### config.mk
export PLATFORM = sky130hd
export DESIGN_NAME = imem_prefetch_flat
export DESIGN_NICKNAME = d
export VERILOG_FILES = /design/src/rtl/imem_prefetch_if.sv /design/src/rtl/imem_prefetch.sv /design/src/flat_wrapper.sv
export SDC_FILE = /design/constraint.sdc
export NUM_CORES = 1
export LEC_CHECK = 0
export ABC_AREA = 1
export CORE_ASPECT_RATIO = 0.8
export CORE_MARGIN = 3
export CORE_UTILIZATION = 41
export CTS_CLUSTER_SIZE = 8
export DETAILED_ROUTE_END_ITERATION = 7
export GPL_TIMING_DRIVEN = 0
export SETUP_SLACK_MARGIN = 0.3
export SLEW_MARGIN = 20
export SYNTH_ARGS = -nofsm -noshare
export SYNTH_HDL_FRONTEND = slang
export SYNTH_SLANG_ARGS = --single-unit
### constraint.sdc
create_clock -name clk -period 4.6 [get_ports clk]
set_clock_uncertainty 0.15 [all_clocks]
set_input_delay 1.38 -clock clk [delete_from_list [all_inputs] [get_ports clk]]
set_output_delay 1.38 -clock clk [all_outputs]
set_load 0.02 [all_outputs]
### src/rtl/imem_prefetch_if.sv
// Fetch-unit signal bundle: instruction-memory request channel, core
// redirect strobe, and the instruction delivery channel toward the core.
interface imem_prefetch_if;
    logic        mem_req;
    logic [31:0] mem_addr;
    logic        mem_ack;
    logic [31:0] mem_rdata;
    logic        redirect;
    logic [31:0] redirect_pc;
    logic        inst_valid;
    logic        inst_ready;
    logic [31:0] inst;
    logic [31:0] inst_pc;

    // Prefetcher side.
    modport master (
        output mem_req, mem_addr, inst_valid, inst, inst_pc,
        input  mem_ack, mem_rdata, redirect, redirect_pc, inst_ready
    );

    // Memory/core side.
    modport slave (
        input  mem_req, mem_addr, inst_valid, inst, inst_pc,
        output mem_ack, mem_rdata, redirect, redirect_pc, inst_ready
    );
endinterface

### src/rtl/imem_prefetch.sv
// Instruction prefetcher: issues sequential word fetches over a req/ack
// channel, buffers {pc, inst} pairs in a DEPTH-entry FIFO and flushes and
// re-steers on a core redirect. A redirect that arrives while a request is
// still outstanding parks the new target until the stale ack drains.
module imem_prefetch #(
    parameter int unsigned DEPTH    = 4,
    parameter logic [31:0] RESET_PC = 32'h0000_0000
) (
    input  logic            clk,
    input  logic            rst,
    imem_prefetch_if.master bus
);

    localparam int unsigned PW = (DEPTH > 1) ? $clog2(DEPTH) : 1;
    localparam int unsigned CW = $clog2(DEPTH + 1);

    typedef enum logic [1:0] {IDLE, FETCH, STALL, DISCARD} state_t;

    state_t          state_q, state_d;
    logic [31:0]     fetch_pc_q, fetch_pc_d;
    logic [31:0]     pending_pc_q, pending_pc_d;
    logic [CW-1:0]   count_q, count_d;
    logic [PW-1:0]   rd_ptr_q, wr_ptr_q;
    logic [31:0]     pc_mem   [DEPTH];
    logic [31:0]     inst_mem [DEPTH];

    logic            push;
    logic            pop;
    logic            full_after;
    logic [31:0]     redir_pc;

    assign redir_pc   = bus.redirect_pc & ~32'h3;
    assign pop        = bus.inst_valid && bus.inst_ready && !bus.redirect;
    assign full_after = (count_q + CW'(1) - CW'(pop)) == CW'(DEPTH);

    // Output decode: request while FETCH/DISCARD, FIFO head gated by valid.
    always_comb begin
        bus.mem_req    = (state_q == FETCH) || (state_q == DISCARD);
        bus.mem_addr   = fetch_pc_q;
        bus.inst_valid = (count_q != '0);
        bus.inst       = bus.inst_valid ? inst_mem[rd_ptr_q] : '0;
        bus.inst_pc    = bus.inst_valid ? pc_mem[rd_ptr_q]   : '0;
    end

    // Next-state, fetch address and push decision; redirect takes priority.
    always_comb begin
        state_d      = state_q;
        fetch_pc_d   = fetch_pc_q;
        pending_pc_d = pending_pc_q;
        push         = 1'b0;
        unique case (state_q)
            IDLE: begin
                state_d = FETCH;
                if (bus.redirect) fetch_pc_d = redir_pc;
            end
            FETCH: begin
                if (bus.redirect) begin
                    if (bus.mem_ack) begin
                        fetch_pc_d = redir_pc;
                    end else begin
                        pending_pc_d = redir_pc;
                        state_d      = DISCARD;
                    end
                end else if (bus.mem_ack) begin
                    push       = 1'b1;
                    fetch_pc_d = fetch_pc_q + 32'd4;
                    state_d    = full_after ? STALL : FETCH;
                end
            end
            STALL: begin
                if (bus.redirect) begin
                    fetch_pc_d = redir_pc;
                    state_d    = FETCH;
                end else if (count_q != CW'(DEPTH)) begin
                    state_d = FETCH;
                end
            end
            DISCARD: begin
                if (bus.redirect) pending_pc_d = redir_pc;
                if (bus.mem_ack) begin
                    fetch_pc_d = bus.redirect ? redir_pc : pending_pc_q;
                    state_d    = FETCH;
                end
            end
            default: state_d = IDLE;
        endcase
    end

    // Occupancy: redirect empties the FIFO regardless of push/pop.
    always_comb begin
        count_d = count_q;
        if (bus.redirect) count_d = '0;
        else              count_d = count_q + CW'(push) - CW'(pop);
    end

    // Control state, addresses, pointers and occupancy.
    always_ff @(posedge clk or negedge rst) begin
        if (!rst) begin
            state_q      <= IDLE;
            fetch_pc_q   <= RESET_PC;
            pending_pc_q <= RESET_PC;
            count_q      <= '0;
            rd_ptr_q     <= '0;
            wr_ptr_q     <= '0;
        end else begin
            state_q      <= state_d;
            fetch_pc_q   <= fetch_pc_d;
            pending_pc_q <= pending_pc_d;
            count_q      <= count_d;
            if (bus.redirect) begin
                rd_ptr_q <= '0;
                wr_ptr_q <= '0;
            end else begin
                if (push) wr_ptr_q <= wr_ptr_q + PW'(1);
                if (pop)  rd_ptr_q <= rd_ptr_q + PW'(1);
            end
        end
    end

    // FIFO storage; contents are only observable while count is nonzero.
    always_ff @(posedge clk) begin
        if (push) begin
            pc_mem[wr_ptr_q]   <= fetch_pc_q;
            inst_mem[wr_ptr_q] <= bus.mem_rdata;
        end
    end

endmodule

### src/flat_wrapper.sv
// flat-port wrapper written by rule: the top's interface ports become plain ports
module imem_prefetch_flat 
#(
    parameter int unsigned DEPTH    = 4,
    parameter logic [31:0] RESET_PC = 32'h0000_0000
)
  (clk, rst, bus_mem_req, bus_mem_addr, bus_inst_valid, bus_inst, bus_inst_pc, bus_mem_ack, bus_mem_rdata, bus_redirect, bus_redirect_pc, bus_inst_ready);
  imem_prefetch_if bus_i ();
  input  logic clk;
  input  logic rst;
  output wire logic [$bits(bus_i.mem_req)-1:0] bus_mem_req;
  output wire logic [$bits(bus_i.mem_addr)-1:0] bus_mem_addr;
  output wire logic [$bits(bus_i.inst_valid)-1:0] bus_inst_valid;
  output wire logic [$bits(bus_i.inst)-1:0] bus_inst;
  output wire logic [$bits(bus_i.inst_pc)-1:0] bus_inst_pc;
  input wire logic [$bits(bus_i.mem_ack)-1:0] bus_mem_ack;
  input wire logic [$bits(bus_i.mem_rdata)-1:0] bus_mem_rdata;
  input wire logic [$bits(bus_i.redirect)-1:0] bus_redirect;
  input wire logic [$bits(bus_i.redirect_pc)-1:0] bus_redirect_pc;
  input wire logic [$bits(bus_i.inst_ready)-1:0] bus_inst_ready;
  assign bus_mem_req = bus_i.mem_req;
  assign bus_mem_addr = bus_i.mem_addr;
  assign bus_inst_valid = bus_i.inst_valid;
  assign bus_inst = bus_i.inst;
  assign bus_inst_pc = bus_i.inst_pc;
  assign bus_i.mem_ack = bus_mem_ack;
  assign bus_i.mem_rdata = bus_mem_rdata;
  assign bus_i.redirect = bus_redirect;
  assign bus_i.redirect_pc = bus_redirect_pc;
  assign bus_i.inst_ready = bus_inst_ready;
  imem_prefetch #(.DEPTH(DEPTH), .RESET_PC(RESET_PC)) u_core (.clk(clk), .rst(rst), .bus(bus_i));
endmodule
After elaboration in Yosys (flattened, before gate mapping) --
Memories as Yosys holds them, arrays and structs flattened. Index checks and enable logic that the tools add are counted.
Operators by class: add/sub/neg operators 7, equal/unequal tests 13, mux-type cells 30, reduce and logical (&&, ||, !) cells 13
Operators with widths (count):
- $mux W32 | 10
- $pmux W32 S3 | 1
- $pmux W32 S2 | 1
- $add A32 B3 Y32 const B | 1
- $mux W2 | 11
- $ne A3 B3 Y1 const B | 3
- $ne A2 B2 Y1 const B | 4
- $pmux W2 S4 | 1
- $reduce_and A3 Y1 | 2
- $reduce_bool A2 Y1 | 3
- $sub A3 B1 Y3 | 2
- $mux W1 | 5
- $add A2 B1 Y2 const B | 2
- $eq A2 B2 Y1 const B | 2
- $reduce_and A4 Y1 | 1
- $add A3 B1 Y3 | 1
- $add A3 B1 Y3 const B | 1
- $eq A3 B3 Y1 const B | 1
- $mux W3 | 1
- $ne A3 B2 Y1 const B | 1
- $reduce_bool A3 Y1 | 1
- $eq A2 B1 Y1 const B | 1
- $logic_and A1 B1 Y1 | 2
- $logic_not A2 Y1 | 1
- 4 further kinds | 4
Storage, ports and cells: bits in registers 73, RAM bits 256, bits of input ports 69, output and inout bits 98, logic and storage cells 71, memories kept 2
Memories:
- u_core.inst_mem | depth 4, bits a word 32, read ports 1, clocked after memory_dff 0, wr ports 1, RTL line imem_prefetch.sv:25 | logic [31:0] inst_mem [DEPTH];
- u_core.pc_mem | depth 4, bits a word 32, read ports 1, clocked after memory_dff 0, wr ports 1, RTL line imem_prefetch.sv:24 | logic [31:0] pc_mem [DEPTH];

Depth between registers and ports, before layout --
Gate-level depths: netlist of the first run.
word-level depth 9, mapped depth 13, gate-level depth less buffers 13

Least setup slack after synthesis of the first run --
OpenSTA, ideal clock, no wires.
path type input-to-reg, start input port bus_redirect, end memory u_core.inst_mem[0][0] (enable), library setup time 0.486 ns, data arrival time 4.531 ns, required time 3.964 ns, slack -0.567 ns, stages 5, path buffers 0, path through inv_1 -> nand2_4 -> nor2_2 -> inv_1 -> nor2_1
On the way: cells in the longest elaborated chain, start to end 4
RTL lines:
- start: declaration | RTL line flat_wrapper.sv:18 | input wire logic [$bits(bus_i.redirect)-1:0] bus_redirect;
- $mux W1 | RTL line imem_prefetch.sv:57 | if (bus.redirect) begin
- $mux W1 | RTL line imem_prefetch.sv:51 | unique case (state_q)
- $mux W1 | RTL line imem_prefetch.sv:122 | if (push) begin
- $mux W1 (not written as such) | RTL line imem_prefetch.sv:124 | inst_mem[wr_ptr_q] <= bus.mem_rdata;
- end: declaration | RTL line imem_prefetch.sv:25
No other way between the ends.

Worst setup path in the final report of the first run --
start register u_core.rd_ptr_q[0], end output port bus_inst_pc[10]
On the way: cells in the longest elaborated chain, start to end 2
RTL lines:
- start: declaration | RTL line imem_prefetch.sv:23 | logic [PW-1:0] rd_ptr_q, wr_ptr_q;
- start signal: assignment | RTL line imem_prefetch.sv:115 | if (pop) rd_ptr_q <= rd_ptr_q + PW'(1);
- $mem_v2 Z4 W32
- $mux W32 | RTL line imem_prefetch.sv:42 | bus.inst_pc = bus.inst_valid ? pc_mem[rd_ptr_q] : '0;
- end: declaration | RTL line flat_wrapper.sv:15 | output wire logic [$bits(bus_i.inst_pc)-1:0] bus_inst_pc;
No other way between the ends.

==> results of run 1 <==
-- critical path: stages, from the launching register on --
cell and delay, ns:
dfrtp_1 0.44, clkbuf_4 0.28, buf_2 0.26, nor2_1 0.07, nor2_1 0.08, o21ai_0 0.12
a21oi_2 0.26, clkdlybuf4s50_1 0.65
-- metal layers --
| metal | share of wire | routed length (um) |
|---|---|---|
| met5 | 0 | 0 |
| met4 | 0.018 | 750 |
| met3 | 0.068 | 2820 |
| met2 | 0.45 | 18600 |
| met1 | 0.46 | 19100 |
-- cell usage after synthesis (4+ instances only) --
cell | count | area (um2)
dfrtp_1 | 73 | 1830
buf_2 | 16 | 80.1
o22ai_1 | 16 | 100
a22oi_1 | 8 | 60.1
nor2_1 | 333 | 1250
or2_2 | 4 | 25.0
clkbuf_1 | 41 | 154
inv_2 | 9 | 33.8
o221ai_1 | 21 | 184
a21oi_1 | 106 | 531
buf_1 | 13 | 48.8
nand4_1 | 11 | 68.8
ha_1 | 9 | 113
edfxtp_1 | 256 | 7690
nor3_1 | 7 | 35.0
o21ai_0 | 168 | 841
nand2_1 | 145 | 544
o211ai_1 | 7 | 52.6
nand3_1 | 34 | 170
inv_1 | 87 | 327
a221oi_1 | 5 | 43.8
-- cells by family after synthesis --
logic type / count (synthesis) / share of synthesized area
flip-flops: 329 / 0.655
AND/OR/NAND/NOR: 545 / 0.151
multiplexers: 1 / 0.000775
XOR/XNOR: 4 / 0.00241
buffers and inverters: 172 / 0.0475
adder cells (fa/ha/maj): 10 / 0.00913
AO/OA/AOI/OAI: 347 / 0.134
-- flip-flops by register name, indices dropped and copies added (netlist names) --
register / count
u_core.bus.mem_addr: 32
u_core.count_q: 3
u_core.inst_mem: 128
u_core.pc_mem: 128
u_core.rd_ptr_q: 2
u_core.wr_ptr_q: 2
u_core.state_q: 2
u_core.pending_pc_q: 32
-- repair_timing --
item | CTS | global route
cloned | 0 | 0
endpoints found under the setup margin | 64 | 49
pin swaps | 0 | 0
gates resized for setup | 42 | 42
hold endpoints to repair | 0 | 0
-- layout make-up --
cell class	count	area (um2)	share of cell area
Buffer	74	405	0.0219
Clock buffer	69	1280	0.0690
Clock inverter	3	58.8	0.00317
Inverter	98	370	0.0200
Multi-Input combinational cell	907	4360	0.235
Sequential cell	329	9510	0.513
Tap cell	465	582	0.0314
Timing Repair Buffer	177	1980	0.107
-- power groups by stage --
stage / combinational [mW] / clock [mW] / sequential [mW]
after floorplan: 2.30 / 0 / 4.33
after global placement: 4.26 / 0 / 4.40
after detailed placement: 4.35 / 0 / 4.39
after CTS: 4.41 / 3.21 / 4.34
after global routing: 4.77 / 3.35 / 4.40
final: 4.37 / 3.15 / 4.35
-- final timing paths --
kind,startpoint,to,slack [ns],cells after the start
max in group asynchronous,rst,u_core.bus.mem_addr[31],3.12,2
setup / recovery,u_core.rd_ptr_q[0],bus_inst_pc[10],0.35,7
hold / removal,u_core.pending_pc_q[3],u_core.pending_pc_q[3],0.33,2
setup reg to reg,u_core.state_q[0],u_core.inst_mem[0][6],1.50,10
min in group asynchronous,rst,u_core.pending_pc_q[24],0.57,1
hold reg to reg,u_core.pending_pc_q[3],u_core.pending_pc_q[3],0.33,2
-- through the flow --
stage                     TNS [ns]  utilization
after floorplan            -145.15            -
after global placement     -906.40        0.489
after CTS                        0        0.540
final                            0        0.542
after global routing             0        0.542
after detailed placement         0        0.499
==> flow_summary_export.csv, run 1 <==
group,metric,value,unit
synthesis,synth-main-ff-cell,"edfxtp_1",
clock_network,cts_tree,"done",
power,swShare,0.380,
routing,dr.first_iter.drc_count,900,
clock_network,cts_buffer_depth,3,
clock_network,cts_hold_buf,0,
global_routing,busiest_layer,"met2",
final_layout,area_delta_synth_final,27.7,%
timing,fmax,235,MHz
routing,wirelength,41200,um
placement,place_ws,0.333,ns
timing,rsz0062_at_grt,"true",
final_layout,nNetsFinal,1713,
power,p_switching,4.51,mW
synthesis,synth_nets,1487,
placement,hpwl,28100,um
floorplan,coreArea,0.0342,mm2
final_layout,layout_common_cells,"nor2_1 (328), edfxtp_1 (256), o21ai_0 (168), nand2_1 (145), clkdlybuf4s50_1 (141)",
routing,ant_nets,0,
global_routing,met2_usage,0.338,
power,power.internal,7.36,mW
final_layout,postLayoutCellArea,0.0185,mm2
worst_setup_path,cp_data_required_time,3.07,ns
synthesis,synth-seq-area-share,0.655,
timing,finalHoldViolations,0,
timing,slew_headroom,0.468,
clock_network,htree_levels,2,
synthesis,ys_seq_elements,329,
global_routing,grt.total_usage,0.216,
min_path,min_path_type,"reg2reg",
floorplan,die_x,216,um
global_routing,gr-total-overflow,0,
global_routing,grtUsageMet1,0.313,
clock_network,insertion_delay,0.56,ns
final_layout,layout-drive-gt1-share,0.0875,
routing,drc_errors,0,
floorplan,die_y,174,um
clock_network,cts_setup_buffers,0,
clock_network,cts_sinks,329,
timing,final_max_slew_viol_count,0,
timing,finalCritPeriodShare,0.924,
final_layout,fillers,3028,
power,p_comb_frac,0.368,
floorplan,pin_count,167,
clock_network,root_buffer,"clkbuf_16",
power,pwr_density_cell,640,mW/mm2
clock_network,cts_made_buffers,47,
final_layout,instances_no_fill,2122,
timing,layout_min_cycle_time,4.25,ns
floorplan,die-area,0.0377,mm2
synthesis,ys_async_sr_fraction,0.222,
placement,place.port_buffers,164,
synthesis,yosys_warnings,0,
global_routing,use_met3,0.0397,
power,power_leakage,7.14,nW
timing,setup_ws,0.349,ns
synthesis,syn_area,0.0145,mm2
placement,place_inst,2050,
worst_setup_path,critPathKind,"reg2out",
timing,hold_slack,0.326,ns
floorplan,start_util,0.424,
routing,vias,11200,
routing,via_per_inst,5.28,
power,seqPwrFrac,0.366,
synthesis,synth-edff-count,256,
worst_setup_path,end_kind,"output port",
final_layout,antenna_cells,0,
synthesis,synthCells,1408,
global_routing,grt_pass1_wl,63100,um
global_routing,grt_pass1_vias,10800,
power,p_clk_frac,0.265,
routing,routedWlPerCell,19.4,um
worst_setup_path,cp.arrival,2.72,ns
worst_setup_path,worstSetupStartpointType,"flop",
routing,drt_first_pass_iters,6,
power,peakVddDrop,0.302,mV
power,p_total,11.9,mW
floorplan,rows,60,
timing,worstMarginPinSlew,0.789,ns
timing,setup_viol,0,
job,cap_violations,0,
clock_network,clk_pin_slew_worst_paths,0.05,ns
outcome,status,"completed",
global_routing,grt_start_max_net_pins,54,
placement,dpl_cell_area,0.0171,mm2
final_layout,final_common_cell,"nor2_1",
global_routing,antenna_found_initial,0,
synthesis,yosysUniqueCellTypes,44,
synthesis,syn_avg_cell_area,10.3,um2
worst_setup_path,path_max_fanout,10,
placement,routabilityCongestion,0.876,
No activity file was read; power rests on OpenSTA's default activity.
==> inputs of run 2 (changes only) <==
--- a/config.mk
+++ b/config.mk
@@ -17,3 +17,4 @@
 export SYNTH_ARGS = -nofsm -noshare
 export SYNTH_HDL_FRONTEND = slang
 export SYNTH_SLANG_ARGS = --single-unit
+export TNS_END_PERCENT = 30
==> run 2 against run 1 <==
Via count grew 0.89%. Sequential cell count is the same. Critical path type unchanged. Sequential power about the same. Sequential share of layout area about the same. Register-to-register slack about the same. Maximum frequency barely moved. Core utilization is 0.051 points lower. Clock-buffer cell count stayed put. Total power rose by 0.11%. Final cell count did not move.
==> flow_summary_export.csv, run 2 (synthesis results as in run 1) <==
group,metric,value,unit
routing,dr.first_iter.drc_count,996,
placement,routabilityCongestion,0.876,
min_path,min_path_cells,2,
min_path,min_path_type,"reg2reg",
worst_setup_path,crit_family,"buffers and inverters",
timing,finalCritPeriodShare,0.923,
global_routing,grt.total_usage,0.216,
worst_setup_path,worstSetupStartpointType,"flop",
timing,finalSetupTns,0,ns
worst_setup_path,critPathKind,"reg2out",
final_layout,area_delta_synth_final,27.6,%
floorplan,die_x,216,um
timing,hold_slack,0.327,ns
power,seqPwrFrac,0.366,
outcome,status,"completed",
worst_setup_path,cp.depth,7,
routing,drc_errors,0,
global_routing,use_met3,0.0397,
final_layout,final_core_util,0.541,
timing,setup_viol,0,
global_routing,met2_usage,0.338,
power,p_total,11.9,mW
global_routing,grtUsageMet1,0.313,
worst_setup_path,reg2reg_slack,1.49,ns
routing,vias,11300,
worst_setup_path,cp.arrival,2.72,ns
placement,hpwl,28100,um
placement,dpl_cell_area,0.0171,mm2
routing,drt_first_pass_iters,5,
power,pwr_density_cell,641,mW/mm2
clock_network,cts_tree,"done",
worst_setup_path,end_kind,"output port",
power,p_clk_frac,0.265,
worst_setup_path,path_cells,"clkbuf_4 -> buf_2 -> nor2_1 -> nor2_1 -> o21ai_0 -> a21oi_2 -> clkdlybuf4s50_1",
final_layout,multi_input_area,0.00436,mm2
routing,via_per_inst,5.33,
routing,wirelength,41400,um
worst_setup_path,cp_common_cell,"nor2_1",
global_routing,grt_start_max_net_pins,54,
timing,finalHoldViolations,0,
power,swShare,0.380,
timing,final_max_slew_viol_count,0,
clock_network,clk_pin_slew_worst_paths,0.05,ns
global_routing,gr-total-overflow,0,
final_layout,fillers,3036,
clock_network,insertion_delay,0.56,ns
clock_network,htree_levels,2,
timing,fmax,235,MHz
timing,layout_min_cycle_time,4.25,ns
final_layout,layout_common_cells,"nor2_1 (328), edfxtp_1 (256), o21ai_0 (168), clkdlybuf4s50_1 (148), nand2_1 (145)",
clock_network,cts_made_buffers,47,
worst_setup_path,path_max_fanout,10,
power,power_leakage,7.07,nW
placement,place.port_buffers,164,
final_layout,layout-drive-gt1-share,0.0875,
power,p_switching,4.52,mW
final_layout,seq_area,0.00951,mm2
final_layout,nNetsFinal,1713,
global_routing,grt_pass1_vias,10800,
power,p_comb_frac,0.369,
global_routing,busiest_layer,"met2",
routing,routedWlPerCell,19.5,um
worst_setup_path,rr_worst_depth,10,
global_routing,antenna_found_initial,0,
worst_setup_path,cp_data_required_time,3.07,ns
clock_network,root_buffer,"clkbuf_16",
floorplan,rows,60,
floorplan,start_util,0.424,
floorplan,die-area,0.0377,mm2
floorplan,die_y,174,um
routing,ant_nets,0,
clock_network,cts_setup_buffers,0,
clock_network,cts_sinks,329,
final_layout,antenna_cells,0,
final_layout,final_common_cell,"nor2_1",
power,peakVddDrop,0.288,mV
floorplan,pin_count,167,
timing,worstMarginPinSlew,0.791,ns
clock_network,cts_buffer_depth,3,
global_routing,grt_pass1_wl,63200,um
timing,slew_headroom,0.467,
job,cap_violations,0,
worst_setup_path,critPathMaxStageDelay,0.65,ns
worst_setup_path,slowest_stage,"clkdlybuf4s50_1",
floorplan,coreArea,0.0342,mm2
worst_setup_path,crit_buf_inv,3,
timing,rsz0062_at_grt,"true",
final_layout,postLayoutCellArea,0.0185,mm2
final_layout,reg_top3,"u_core.inst_mem: 128 flops, u_core.pc_mem: 128 flops",
power,power.internal,7.36,mW
clock_network,cts_hold_buf,0,
run 2: cell count changes in the layout (fill, tap and decap cells not counted), sizes merged:
cell / before / now
dlygate4sd2: 7 / 3
clkdlybuf4s50: 141 / 148
dlymetal6s2s: 15 / 12
clkbuf: 112 / 114
buf: 45 / 43
run 2: final timing paths:
check	startpoint	end
min reg2reg	u_core.pending_pc_q[3]	u_core.pending_pc_q[3]
min in group asynchronous	rst	u_core.pending_pc_q[24]
max reg2reg	u_core.state_q[0]	u_core.inst_mem[0][6]
min	u_core.pending_pc_q[3]	u_core.pending_pc_q[3]
max in group asynchronous	rst	u_core.wr_ptr_q[1]
max	u_core.rd_ptr_q[0]	bus_inst_pc[10]
run 2: layout make-up:
| class | count | share of cell area |
|---|---|---|
| multi-input cells | 907 | 0.235 |
| clock inverters | 3 | 0.00317 |
| flip-flops and latches | 329 | 0.513 |
| repair buffers | 177 | 0.107 |
| clock buffers | 69 | 0.0691 |
| plain buffers | 74 | 0.0211 |
| inverters | 98 | 0.0200 |
| well taps | 465 | 0.0314 |
run 2: through the flow:
stage	setup WS [ns]	cells
after floorplan	-0.567	1408
after global placement	-3.38	2037
after detailed placement	0.333	2050
after CTS	0.172	2122
after global routing	0.212	2122
final	0.352	2122
run 2: layer usage:
metal	wire length, um	vias to the layer above
met1	19300	5494
met2	18600	388
met3	2650	60
met5	0	-
li1	-	5368
met4	824	0
run 2: what timing repair did:
| item | CTS | global route |
|---|---|---|
| gates resized for setup | 32 | 35 |
| endpoints found under the hold margin | 0 | 0 |
| setup endpoints to repair | 64 | 62 |
run 2: power by group through the flow:
stage               combinational [mW]  clock [mW]  sequential (mW)
finish                            4.38        3.15             4.35
global route                      4.77        3.35             4.40
CTS                               4.40        3.21             4.34
detailed placement                4.35           0             4.39
global placement                  4.26           0             4.40
floorplan                         2.30           0             4.33
run 2: worst register-to-register path, cell delays in order, from the launching register on:
cell and delay, ns:
dfrtp_1 0.32, buf_4 0.16, inv_4 0.08, nor2_4 0.28
nand2_4 0.20, nor2_2 0.22, inv_1 0.22, nor2_4 0.55
buf_16 0.26, buf_16 0.19, buf_16 0.17
==> inputs of run 3 (changes only) <==
--- a/config.mk
+++ b/config.mk
@@ -6,7 +6,6 @@
 export NUM_CORES = 1
 export LEC_CHECK = 0
 export ABC_AREA = 1
-export CORE_ASPECT_RATIO = 0.8
 export CORE_MARGIN = 3
 export CORE_UTILIZATION = 41
 export CTS_CLUSTER_SIZE = 8
==> run 3 against run 2 <==
Final area down 0.20%. First-iteration DRC count down 9.8%. Non-clock buffer count unchanged. Largest cell class unchanged. Critical endpoint is now bus_inst_pc[21]. Maximum frequency down 0.32%. Highest routed layer unchanged. Die area about the same.
==> flow_summary_export.csv, run 3 (synthesis results as in run 1) <==
group,metric,value,unit
outcome,status,"completed",
floorplan,coreArea,0.0347,mm2
floorplan,start_util,0.418,
final_layout,nNetsFinal,1713,
routing,wirelength,40700,um
worst_setup_path,cp_data_required_time,3.07,ns
routing,dr.first_iter.drc_count,898,
worst_setup_path,critPathKind,"reg2out",
min_path,min_path_type,"reg2reg",
floorplan,pin_count,167,
final_layout,area_delta_synth_final,27.3,%
timing,fmax,235,MHz
global_routing,grt_start_max_net_pins,48,
global_routing,grt_pass1_vias,11100,
timing,setup_ws,0.338,ns
floorplan,rows,68,
power,pwr_density_cell,642,mW/mm2
routing,drt_first_pass_iters,5,
timing,finalCritPeriodShare,0.926,
global_routing,grt.total_usage,0.211,
clock_network,cts_buffer_depth,3,
floorplan,die_x,194,um
placement,hpwl,27400,um
timing,hold_slack,0.337,ns
job,cap_violations,0,
timing,worstMarginPinSlew,0.774,ns
clock_network,htree_levels,2,
clock_network,root_buffer,"clkbuf_16",
global_routing,grt_pass1_wl,63000,um
timing,slew_headroom,0.478,
clock_network,cts_tree,"done",
routing,via_per_inst,5.36,
timing,finalHoldViolations,0,
timing,rsz0062_at_grt,"true",
floorplan,die-area,0.0377,mm2
min_path,hp-start,"u_core.pending_pc_q[3]",
worst_setup_path,end_kind,"output port",
final_layout,antenna_cells,0,
timing,final_max_slew_viol_count,0,
routing,routedWlPerCell,19.3,um
worst_setup_path,worstSetupStartpointType,"flop",
routing,vias,11300,
final_layout,seq_area,0.00951,mm2
worst_setup_path,timing.rr.start,"u_core.state_q[0]",
final_layout,reg_top3,"u_core.inst_mem: 128 flops, u_core.pc_mem: 128 flops",
global_routing,antenna_found_initial,0,
placement,place_ws,0.365,ns
worst_setup_path,path_max_fanout,10,
worst_setup_path,startpoint,"u_core.rd_ptr_q[0]",
clock_network,cts_hold_buf,0,
power,power_leakage,6.92,nW
final_layout,final_common_cell,"nor2_1",
power,peakVddDrop,0.321,mV
timing,setup_viol,0,
placement,routabilityCongestion,0.879,
routing,drc_errors,0,
timing,layout_min_cycle_time,4.26,ns
final_layout,layout-drive-gt1-share,0.0869,
final_layout,multi_input_area,0.00436,mm2
worst_setup_path,cp.arrival,2.73,ns
power,p_total,11.9,mW
clock_network,clk_pin_slew_worst_paths,0.05,ns
global_routing,gr-total-overflow,0,
clock_network,cts_made_buffers,47,
routing,ant_nets,0,
clock_network,insertion_delay,0.54,ns
clock_network,cts_sinks,329,
floorplan,die_y,194,um
placement,place.port_buffers,164,
final_layout,layout_common_cells,"nor2_1 (328), edfxtp_1 (256), o21ai_0 (168), clkdlybuf4s50_1 (159), nand2_1 (145)",
final_layout,fillers,3066,
[run 3: cell count changes in the layout (fill, tap and decap cells not counted), sizes merged]
cell,before,now
dlygate4sd2,3,2
buf,43,42
clkbuf,114,116
clkdlybuf4s50,148,159
dlymetal6s2s,12,2
[run 3: power by group]
part / internal (mW) / switching (mW) / leakage, nW
Sequential: 3.80 / 0.535 / 3.22
Combinational: 1.67 / 2.72 / 3.05
Clock: 1.91 / 1.23 / 0.643
Total: 7.38 / 4.49 / 6.92
[run 3: path summary, 6_finish.rpt]
kind	to	slack [ns]	cells after the start
min reg2reg	u_core.pending_pc_q[3]	0.34	2
min	u_core.pending_pc_q[3]	0.34	2
max in group asynchronous	u_core.wr_ptr_q[0]	3.09	2
max	bus_inst_pc[21]	0.34	6
min in group asynchronous	u_core.pending_pc_q[30]	0.63	1
max reg2reg	u_core.pc_mem[2][28]	1.59	10
[run 3: final cells by class]
type,instances,area share
Clock buffer,70,0.0694
Clock inverter,3,0.00318
Buffer,74,0.0211
Timing Repair Buffer,177,0.105
Tap cell,455,0.0308
Inverter,98,0.0200
Sequential cell,329,0.514
Multi-Input combinational cell,907,0.236
[run 3: repair_timing]
action                                  in CTS  in global routing
gates resized for setup                     33                 21
setup buffers                                0                  0
endpoints found under the setup margin      64                 57
[run 3: stage by stage]
step           utilization  std cells  setup TNS (ns)  cell area, um2
3_5_place_dp         0.492       2040               0           17100
5_1_grt              0.533       2113               0           18500
6_report             0.533       2113               0           18500
2_1_floorplan            -       1408         -145.15           14500
3_3_place_gp         0.482       2027         -912.64           16700
4_1_cts              0.532       2113               0           18500
[run 3: critical path, stage by stage (launching register included)]
cell and delay (ns):
dfrtp_1 0.40, inv_2 0.12, clkbuf_2 0.27, clkbuf_4 0.29, o21ai_0 0.11, a21oi_1 0.31, clkdlybuf4s50_1 0.68
[run 3: metal layers]
layer  vias up  share of wire  GRT usage
met5         -              0          0
met4         0          0.022     0.0641
met3        73          0.075     0.0389
met2       465           0.47      0.343
met1      5427           0.44      0.289
li1       5363              -          -
